[src/rtl/seg_scan_mux_if.sv]
// Bundle between the word decoder/scan driver and the display pins.
// There is no handshake: en is a level and the seg inputs are sampled once per frame.
interface seg_scan_mux_if;
    logic       en;
    logic [7:0] seg0;
    logic [7:0] seg1;
    logic [7:0] seg2;
    logic [7:0] seg3;
    logic [7:0] seg_out;
    logic [3:0] an;
    logic [1:0] digit_idx;
    logic       frame_tick;
    logic [1:0] dbg_state;

    modport master (
        output en, seg0, seg1, seg2, seg3,
        input  seg_out, an, digit_idx, frame_tick, dbg_state
    );

    modport slave (
        input  en, seg0, seg1, seg2, seg3,
        output seg_out, an, digit_idx, frame_tick, dbg_state
    );
endinterface

[src/rtl/seg_scan_mux.sv]
// Four-digit common-anode scan driver with a blanking window per slot and a
// per-frame snapshot of the digit patterns so word changes never tear a frame.
module seg_scan_mux #(
    parameter int REFRESH_DIV  = 50000,
    parameter int BLANK_CYCLES = 16
) (
    input  logic          clk,
    input  logic          rst,
    seg_scan_mux_if.slave bus
);
    localparam int            CW        = $clog2(REFRESH_DIV);
    localparam logic [CW-1:0] CNT_LAST  = CW'(REFRESH_DIV - 1);
    localparam logic [CW-1:0] CNT_DRIVE = CW'(BLANK_CYCLES);

    typedef enum logic [1:0] {
        IDLE  = 2'd0,
        BLANK = 2'd1,
        DRIVE = 2'd2
    } state_t;

    state_t        state_q, state_d;
    logic [CW-1:0] cnt_q, cnt_d;
    logic [1:0]    idx_q, idx_d;
    logic [7:0]    snap_q [4];
    logic [7:0]    snap_d [4];
    logic          load_snap;
    logic [3:0]    an_q, an_d;
    logic [7:0]    seg_q, seg_d;
    logic          tick_q, tick_d;

    always_ff @(posedge clk or posedge rst) begin
        if (rst) begin
            state_q <= IDLE;
            cnt_q   <= '0;
            idx_q   <= 2'd0;
            snap_q  <= '{default: 8'hFF};
            an_q    <= 4'hF;
            seg_q   <= 8'hFF;
            tick_q  <= 1'b0;
        end else begin
            state_q <= state_d;
            cnt_q   <= cnt_d;
            idx_q   <= idx_d;
            snap_q  <= snap_d;
            an_q    <= an_d;
            seg_q   <= seg_d;
            tick_q  <= tick_d;
        end
    end

    // en low wins over everything, including a slot wrap on the same edge.
    always_comb begin
        state_d   = state_q;
        cnt_d     = cnt_q;
        idx_d     = idx_q;
        load_snap = 1'b0;
        if (!bus.en) begin
            state_d = IDLE;
            cnt_d   = '0;
            idx_d   = 2'd0;
        end else begin
            case (state_q)
                IDLE: begin
                    state_d   = BLANK;
                    cnt_d     = '0;
                    idx_d     = 2'd0;
                    load_snap = 1'b1;
                end
                BLANK: begin
                    cnt_d = cnt_q + CW'(1);
                    if (cnt_d == CNT_DRIVE) state_d = DRIVE;
                end
                DRIVE: begin
                    if (cnt_q == CNT_LAST) begin
                        cnt_d     = '0;
                        idx_d     = idx_q + 2'd1;
                        state_d   = BLANK;
                        load_snap = (idx_q == 2'd3);
                    end else begin
                        cnt_d = cnt_q + CW'(1);
                    end
                end
                default: state_d = IDLE;
            endcase
        end
    end

    // Output registers are loaded from next-state values so they line up with state_q.
    always_comb begin
        snap_d = snap_q;
        if (load_snap) begin
            snap_d[0] = bus.seg0;
            snap_d[1] = bus.seg1;
            snap_d[2] = bus.seg2;
            snap_d[3] = bus.seg3;
        end
        an_d   = 4'hF;
        seg_d  = 8'hFF;
        tick_d = 1'b0;
        if (state_d == DRIVE) begin
            an_d   = ~(4'b0001 << idx_d);
            seg_d  = snap_d[idx_d];
            tick_d = (idx_d == 2'd3) && (cnt_d == CNT_LAST);
        end
    end

    assign bus.an         = an_q;
    assign bus.seg_out    = seg_q;
    assign bus.digit_idx  = idx_q;
    assign bus.frame_tick = tick_q;
    assign bus.dbg_state  = state_q;
endmodule
[src/flat_wrapper.sv]
// flat-port wrapper written by rule: the top's interface ports become plain ports
module seg_scan_mux_flat 
#(
    parameter int REFRESH_DIV  = 50000,
    parameter int BLANK_CYCLES = 16
)
  (clk, rst, bus_en, bus_seg0, bus_seg1, bus_seg2, bus_seg3, bus_seg_out, bus_an, bus_digit_idx, bus_frame_tick, bus_dbg_state);
  seg_scan_mux_if bus_i ();
  input  logic clk;
  input  logic rst;
  input wire logic [$bits(bus_i.en)-1:0] bus_en;
  input wire logic [$bits(bus_i.seg0)-1:0] bus_seg0;
  input wire logic [$bits(bus_i.seg1)-1:0] bus_seg1;
  input wire logic [$bits(bus_i.seg2)-1:0] bus_seg2;
  input wire logic [$bits(bus_i.seg3)-1:0] bus_seg3;
  output wire logic [$bits(bus_i.seg_out)-1:0] bus_seg_out;
  output wire logic [$bits(bus_i.an)-1:0] bus_an;
  output wire logic [$bits(bus_i.digit_idx)-1:0] bus_digit_idx;
  output wire logic [$bits(bus_i.frame_tick)-1:0] bus_frame_tick;
  output wire logic [$bits(bus_i.dbg_state)-1:0] bus_dbg_state;
  assign bus_i.en = bus_en;
  assign bus_i.seg0 = bus_seg0;
  assign bus_i.seg1 = bus_seg1;
  assign bus_i.seg2 = bus_seg2;
  assign bus_i.seg3 = bus_seg3;
  assign bus_seg_out = bus_i.seg_out;
  assign bus_an = bus_i.an;
  assign bus_digit_idx = bus_i.digit_idx;
  assign bus_frame_tick = bus_i.frame_tick;
  assign bus_dbg_state = bus_i.dbg_state;
  seg_scan_mux #(.REFRESH_DIV(REFRESH_DIV), .BLANK_CYCLES(BLANK_CYCLES)) u_core (.clk(clk), .rst(rst), .bus(bus_i));
endmodule
[config.mk]
export PLATFORM = sky130hd
export DESIGN_NAME = seg_scan_mux_flat
export DESIGN_NICKNAME = d
export VERILOG_FILES = /design/src/rtl/seg_scan_mux_if.sv /design/src/rtl/seg_scan_mux.sv /design/src/flat_wrapper.sv
export SDC_FILE = /design/constraint.sdc
export NUM_CORES = 1
export LEC_CHECK = 0
export CORE_ASPECT_RATIO = 0.9
export CORE_MARGIN = 5
export CORE_UTILIZATION = 50
export CTS_CLUSTER_SIZE = 12
export DETAILED_ROUTE_END_ITERATION = 10
export PLACE_DENSITY_LB_ADDON = 0.08
export SLEW_MARGIN = 40
export SYNTH_ARGS = -nofsm -noshare
export SYNTH_HDL_FRONTEND = slang
export SYNTH_SLANG_ARGS = --single-unit
[constraint.sdc]
create_clock -name clk -period 5.1 [get_ports clk]
set_clock_uncertainty 0.15 [all_clocks]
set_input_delay 0.51 -clock clk [delete_from_list [all_inputs] [get_ports clk]]
set_output_delay 0.51 -clock clk [all_outputs]
set_load 0.005 [all_outputs]
* After elaboration in Yosys (flattened, before gate mapping) *
Index checks and enable logic that the tools add are counted.

storage, ports and cells
  register bits = 65
  output and inout port bits = 17
  logic and storage cells = 46

operators by class
  add/sub/neg operators = 2
  $lt $le $gt $ge = 1
  eq/ne operators = 8
  shift-type cells = 1
  multiplexer cells = 20
  bitwise gates (word level) = 2
  reduce and logical (&&, ||, !) cells = 2

operator list
  cell                                                       number
  case mux 16 bit (3 select lines)                           1
  equality test 16 bit (second input constant)               2
  two-way mux 16 bit                                         2
  two-way mux 32 bit                                         1
  two-way mux 8 bit                                          3
  adder 16 x 1 -> 16 bit (second input constant)             1
  binary-select mux 8 bit (select 2 bit)                     1
  equality test 16 x 5 -> 1 bit (second input constant)      1
  two-way mux 2 bit                                          5
  equality test 2 bit (second input constant)                4
  case mux 2 bit (3 select lines)                            1
  two-way mux 4 bit                                          1
  inverter 4 bit                                             1
  case mux 2 bit (2 select lines)                            1
  left shift 1 x 2 -> 4 bit (first input constant)           1
  greater-or-equal comparator 3 bit (second input constant)  1
  two-way mux 1 bit                                          3
  inverter 2 -> 3 bit                                        1
  adder 2 x 1 -> 2 bit (second input constant)               1
  equality test 2 x 1 -> 1 bit (second input constant)       1
  zero test 2 bit                                            1
  case mux 1 bit (2 select lines)                            1
  logical AND 1 bit                                          1

* Logic depth before layout (Yosys ltp) *
  depth in word-level cells = 9
  gate-level depth with buffers = 9
  mapped depth without buffers = 8

* Worst setup path before layout *
No wires, ideal clock.

  kind = reg-to-reg
  from = reg u_core.cnt_q[7]
  to = reg u_core.seg_q[7] (netlist: u_core.bus.seg_out[7])
  setup time = 101 ps
  arrival time = 2656 ps
  path slack = 2193 ps
  cell stages (with the launch flop) = 10
  buffers on the path = 2
  period minus slack after synthesis = 2907 ps
  path through = dfrtp_1 > buf_6 > or4_4 > nor4_2 > nand2_1 > a21oi_2 > buf_2 > mux2_2 > a222oi_1 > nand3_1

RTL lines
  element                 line                source
  from (decl)             seg_scan_mux.sv:22  logic [CW-1:0] cnt_q, cnt_d;
  from (signal assigned)  seg_scan_mux.sv:42  cnt_q <= cnt_d;
  to (signal assigned)    seg_scan_mux.sv:46  seg_q <= seg_d;
  to (decl)               seg_scan_mux.sv:28  logic [7:0] seg_q, seg_d;

* Final worst setup path *
  from = reg u_core.cnt_q[10]
  to = reg u_core.seg_q[2] (netlist: u_core.bus.seg_out[2])

on the way
  cells in the longest elaborated chain, start to end = 9
  elaborated cells on any way between the ends = 20
  those cells by class = 1 x add/sub; 3 x eq/ne; 15 x mux; 1 x bitwise

RTL lines
  element                                                                         line                 source
  parallel branches: the longest is 8 deep, another holds adder 16 x 1 -> 16 bit  --
  two-way mux 8 bit *                                                             seg_scan_mux.sv:100  if (state_d == DRIVE) begin
  named net u_core.seg_d[2]                                                       seg_scan_mux.sv:28

Mark *: on every way through the listed nets, which the timed path passes. The select of a mux whose other input is x is not followed.

==> metrics.cfg <==
[detailed_routing]
drtPass1Iterations = 5
vias = 2777
ant_nets = 0
drtIter0Drc = 281
drt-total-wl_um = 8808
wire_per_inst_um = 19.40
via_per_inst = 6.117
route.detailed.drc = 0

[cts]
postCtsSetupBuffers = 0
clock-root-buffer = clkbuf_8
worstSkewPairLatency_ns = 0.35
clkSlewWorstSetupHoldPaths_ns = 0.08
cts_resized = 0
numCtsBuffers = 9
clock_sinks = 65
hold_buffers = 0
cts_tree = done
cts_max_path_buffers = 2
htree_levels = 3

[global_routing]
gr-usage-all-layers = 0.2214
antenna_found_initial = 0
grt_overflow_total = 0
grt_max_degree = 38
grt_pass1_wl_um = 14970
grt_pass1_vias = 2803

[power]
switching_share = 0.2416
p_total_mw = 1.144
power.density_nw_per_um2 = 276.4
intPower_uw = 867.5
pwr-share-clk = 0.374
p_leak_nw = 1.508
p_sw_uw = 276.3
power_frac_seq = 0.519
p_comb_frac = 0.107
irDropWorstVdd_v = 0.0001626

[yosys]
synth_nets = 351
mappedNetlistArea_um2 = 3384
synthAdderAreaFrac = 0.007394
synth_top_family_by_area = simple AND/OR/NAND/NOR gates
ys_seq_area_frac = 0.4969
syn_inst = 314
yosys.area_share.simple = 0.2126
synth-edff-count = 0
synth.ff_latch_count = 65
async_flop_share = 1.000
synth_warnings = 0
ys_types = 55
synth-compound-area-share = 0.1235
synth_ff_type = dfstp_2
synthMuxAreaShare = 0.1094
syn_area_per_cell_um2 = 10.78
synthXorXnorAreaFrac = 0.01811

[timing]
maxSlewViolCount = 0
fmax_mhz = 293.9
report.final.hold_viol_count = 0
rsz0062_at_grt = no
fin_setup_tns_ns = 0
worst_slew_pin_slew_ns = 0.7658
hold_ws_ns = 0.4134
slew_headroom = 0.4894
setup_viol = 0
min_period_over_period = 0.6671
fin_crit_ns = 3.402

[setup_path]
required_ns = 5.23
crit_arrival_ns = 3.53
cpMaxStageDelayCell = nor3b_2
r2r.worst_path.cells = 7
worstSetupPathType = reg -> reg
crit_path_cell_trace = or4_4 > nor4_2 > and2b_1 > mux2i_1 > nor3b_2 > a222oi_1 > nand3_1
r2r-end = u_core.bus.seg_out[2]
worst_setup_path_start_kind = flip-flop
critPathBufInv = 0
cp_top_family = simple AND/OR/NAND/NOR gates
rrSetupSlack_ns = 1.70
cp-end-kind = flip-flop
rr_startpoint = u_core.cnt_q[10]
cp_max_fo = 11
slowest_delay_ns = 0.67

[floorplanning]
core_area_um2 = 6586
die_area_um2 = 8517
die_w_um = 96.73
floorplan.initialDensity = 0.5139
ios = 52
die_h_um = 88.05
num_rows = 28

[job]
maxCapViolCount = 0

[final_layout]
syn_to_final_growth_pct = 22.29
fillers = 592
fin_cells = 454
antennaDiodeCount = 0
final_nets = 396
final_area_um2 = 4139
final_layout_size_suffix_gt1_frac = 0.2940

[hold_path]
hp-class = in -> async

[placed_design]
gp_congestion = 0.9596
postPlaceCellArea_um2 = 3940
numPortBuffers = 51
dp_hpwl_um = 6158
dp_cells = 438

[status]
outcome = complete, no violations

[stage by stage]
| step | worst slack, ns | utilization |
|---|---|---|
| after floorplan | 2.193 | - |
| after global placement | 1.866 | 0.5982 |
| after detailed placement | 1.766 | 0.5982 |
| after CTS | 1.706 | 0.6284 |
| after global routing | 1.469 | 0.6284 |
| final | 1.698 | 0.6284 |
[area by class of cell]
class	count	area [um^2]	area share
clock inverter	5	36.28	0.008767
tap	90	112.6	0.02721
timing repair buffer	54	533.0	0.1288
clock buffer	11	162.7	0.03930
inverter	5	18.77	0.004534
multi-input combinational	224	1594	0.3851
sequential	65	1682	0.4063
[sequential cells by signal, summed over array words and instances (netlist names)]
signal and cells:
u_core.bus.digit_idx 2, u_core.bus.frame_tick 1, u_core.bus.an 4, u_core.snap_q 32, u_core.bus.dbg_state 2, u_core.cnt_q 16
u_core.bus.seg_out 8
[how the worst max path moves through the flow]
stage	slack, ns	startpoint	cells past startpoint	endpoint
final	1.70	u_core.cnt_q[10]	7	u_core.bus.seg_out[2]
after global routing	1.47	u_core.cnt_q[10]	7	u_core.bus.seg_out[7]
after CTS	1.71	u_core.cnt_q[10]	7	u_core.bus.seg_out[2]
after detailed placement	1.77	u_core.cnt_q[10]	7	u_core.bus.seg_out[2]
after global placement	1.87	u_core.cnt_q[10]	8	u_core.bus.seg_out[0]
after floorplan	2.19	u_core.cnt_q[7]	9	u_core.bus.seg_out[7]
[worst reg2reg max path: stages, from the launching register on]
cell,delay [ns]
dfrtp_1,0.51
or4_4,0.58
nor4_2,0.41
and2b_1,0.30
mux2i_1,0.33
nor3b_2,0.67
a222oi_1,0.25
nand3_1,0.13
[power by group through the flow]
stage | combinational [mW] | sequential, mW | clock (mW)
detailed placement | 0.122 | 0.603 | 0
global route | 0.135 | 0.598 | 0.463
CTS | 0.123 | 0.594 | 0.437
finish | 0.122 | 0.594 | 0.428
floorplan | 0.0771 | 0.597 | 0
global placement | 0.120 | 0.600 | 0
[metal layers]
layer	global-route usage	vias to the layer above	part of all wire
met5	0	-	0
met4	0.06250	0	0.010
met3	0.07564	7	0.096
met2	0.3183	146	0.43
met1	0.3189	1349	0.47
li1	-	1275	-
[synthesized netlist by cell type, types with 4 or more instances]
cell type	n	area, um^2
dfstp_2	44	1156
mux2_2	31	349.1
nand2_1	31	116.4
dfrtp_1	21	525.5
nand3_1	19	95.09
clkbuf_1	13	48.80
nor2_1	11	41.29
a21oi_1	9	45.04
nand4_1	9	56.30
or3_1	9	56.30
a222oi_1	8	80.08
o21ai_0	8	40.04
nor3_1	7	35.03
buf_2	6	30.03
nor4_1	6	37.54
a31oi_1	5	31.28
and2_1	5	31.28
inv_1	5	18.77
and3_1	4	25.02
o31ai_1	4	30.03
xor2_1	4	35.03
[layout by cell type, fill, tap and decap left out, types with 4 or more instances in the layout]
cell,n
a21oi_1,9
a222oi_1,8
a31oi_1,5
and2_1,5
and3_1,4
clkbuf_8,10
clkdlybuf4s50_1,51
dfrtp_1,21
dfstp_2,44
inv_1,4
mux2_2,31
nand2_1,31
nand3_1,19
nand4_1,9
nor2_1,11
nor3_1,7
nor4_1,6
o21ai_0,8
o31ai_1,4
or3_1,9
xor2_1,4
[cells by family (layout without fill, tap and decap cells)]
| family | Yosys count | count (layout) |
|---|---|---|
| buffers and inverters | 25 | 75 |
| and+or+nand+nor | 126 | 126 |
| adders and majority gates | 2 | 2 |
| xor gates and xnor gates | 7 | 7 |
| DFF | 65 | 65 |
| muxes | 33 | 33 |
| AOI/OAI and AO/OA | 56 | 56 |
Note: power is estimated with default switching activity, not from simulation.
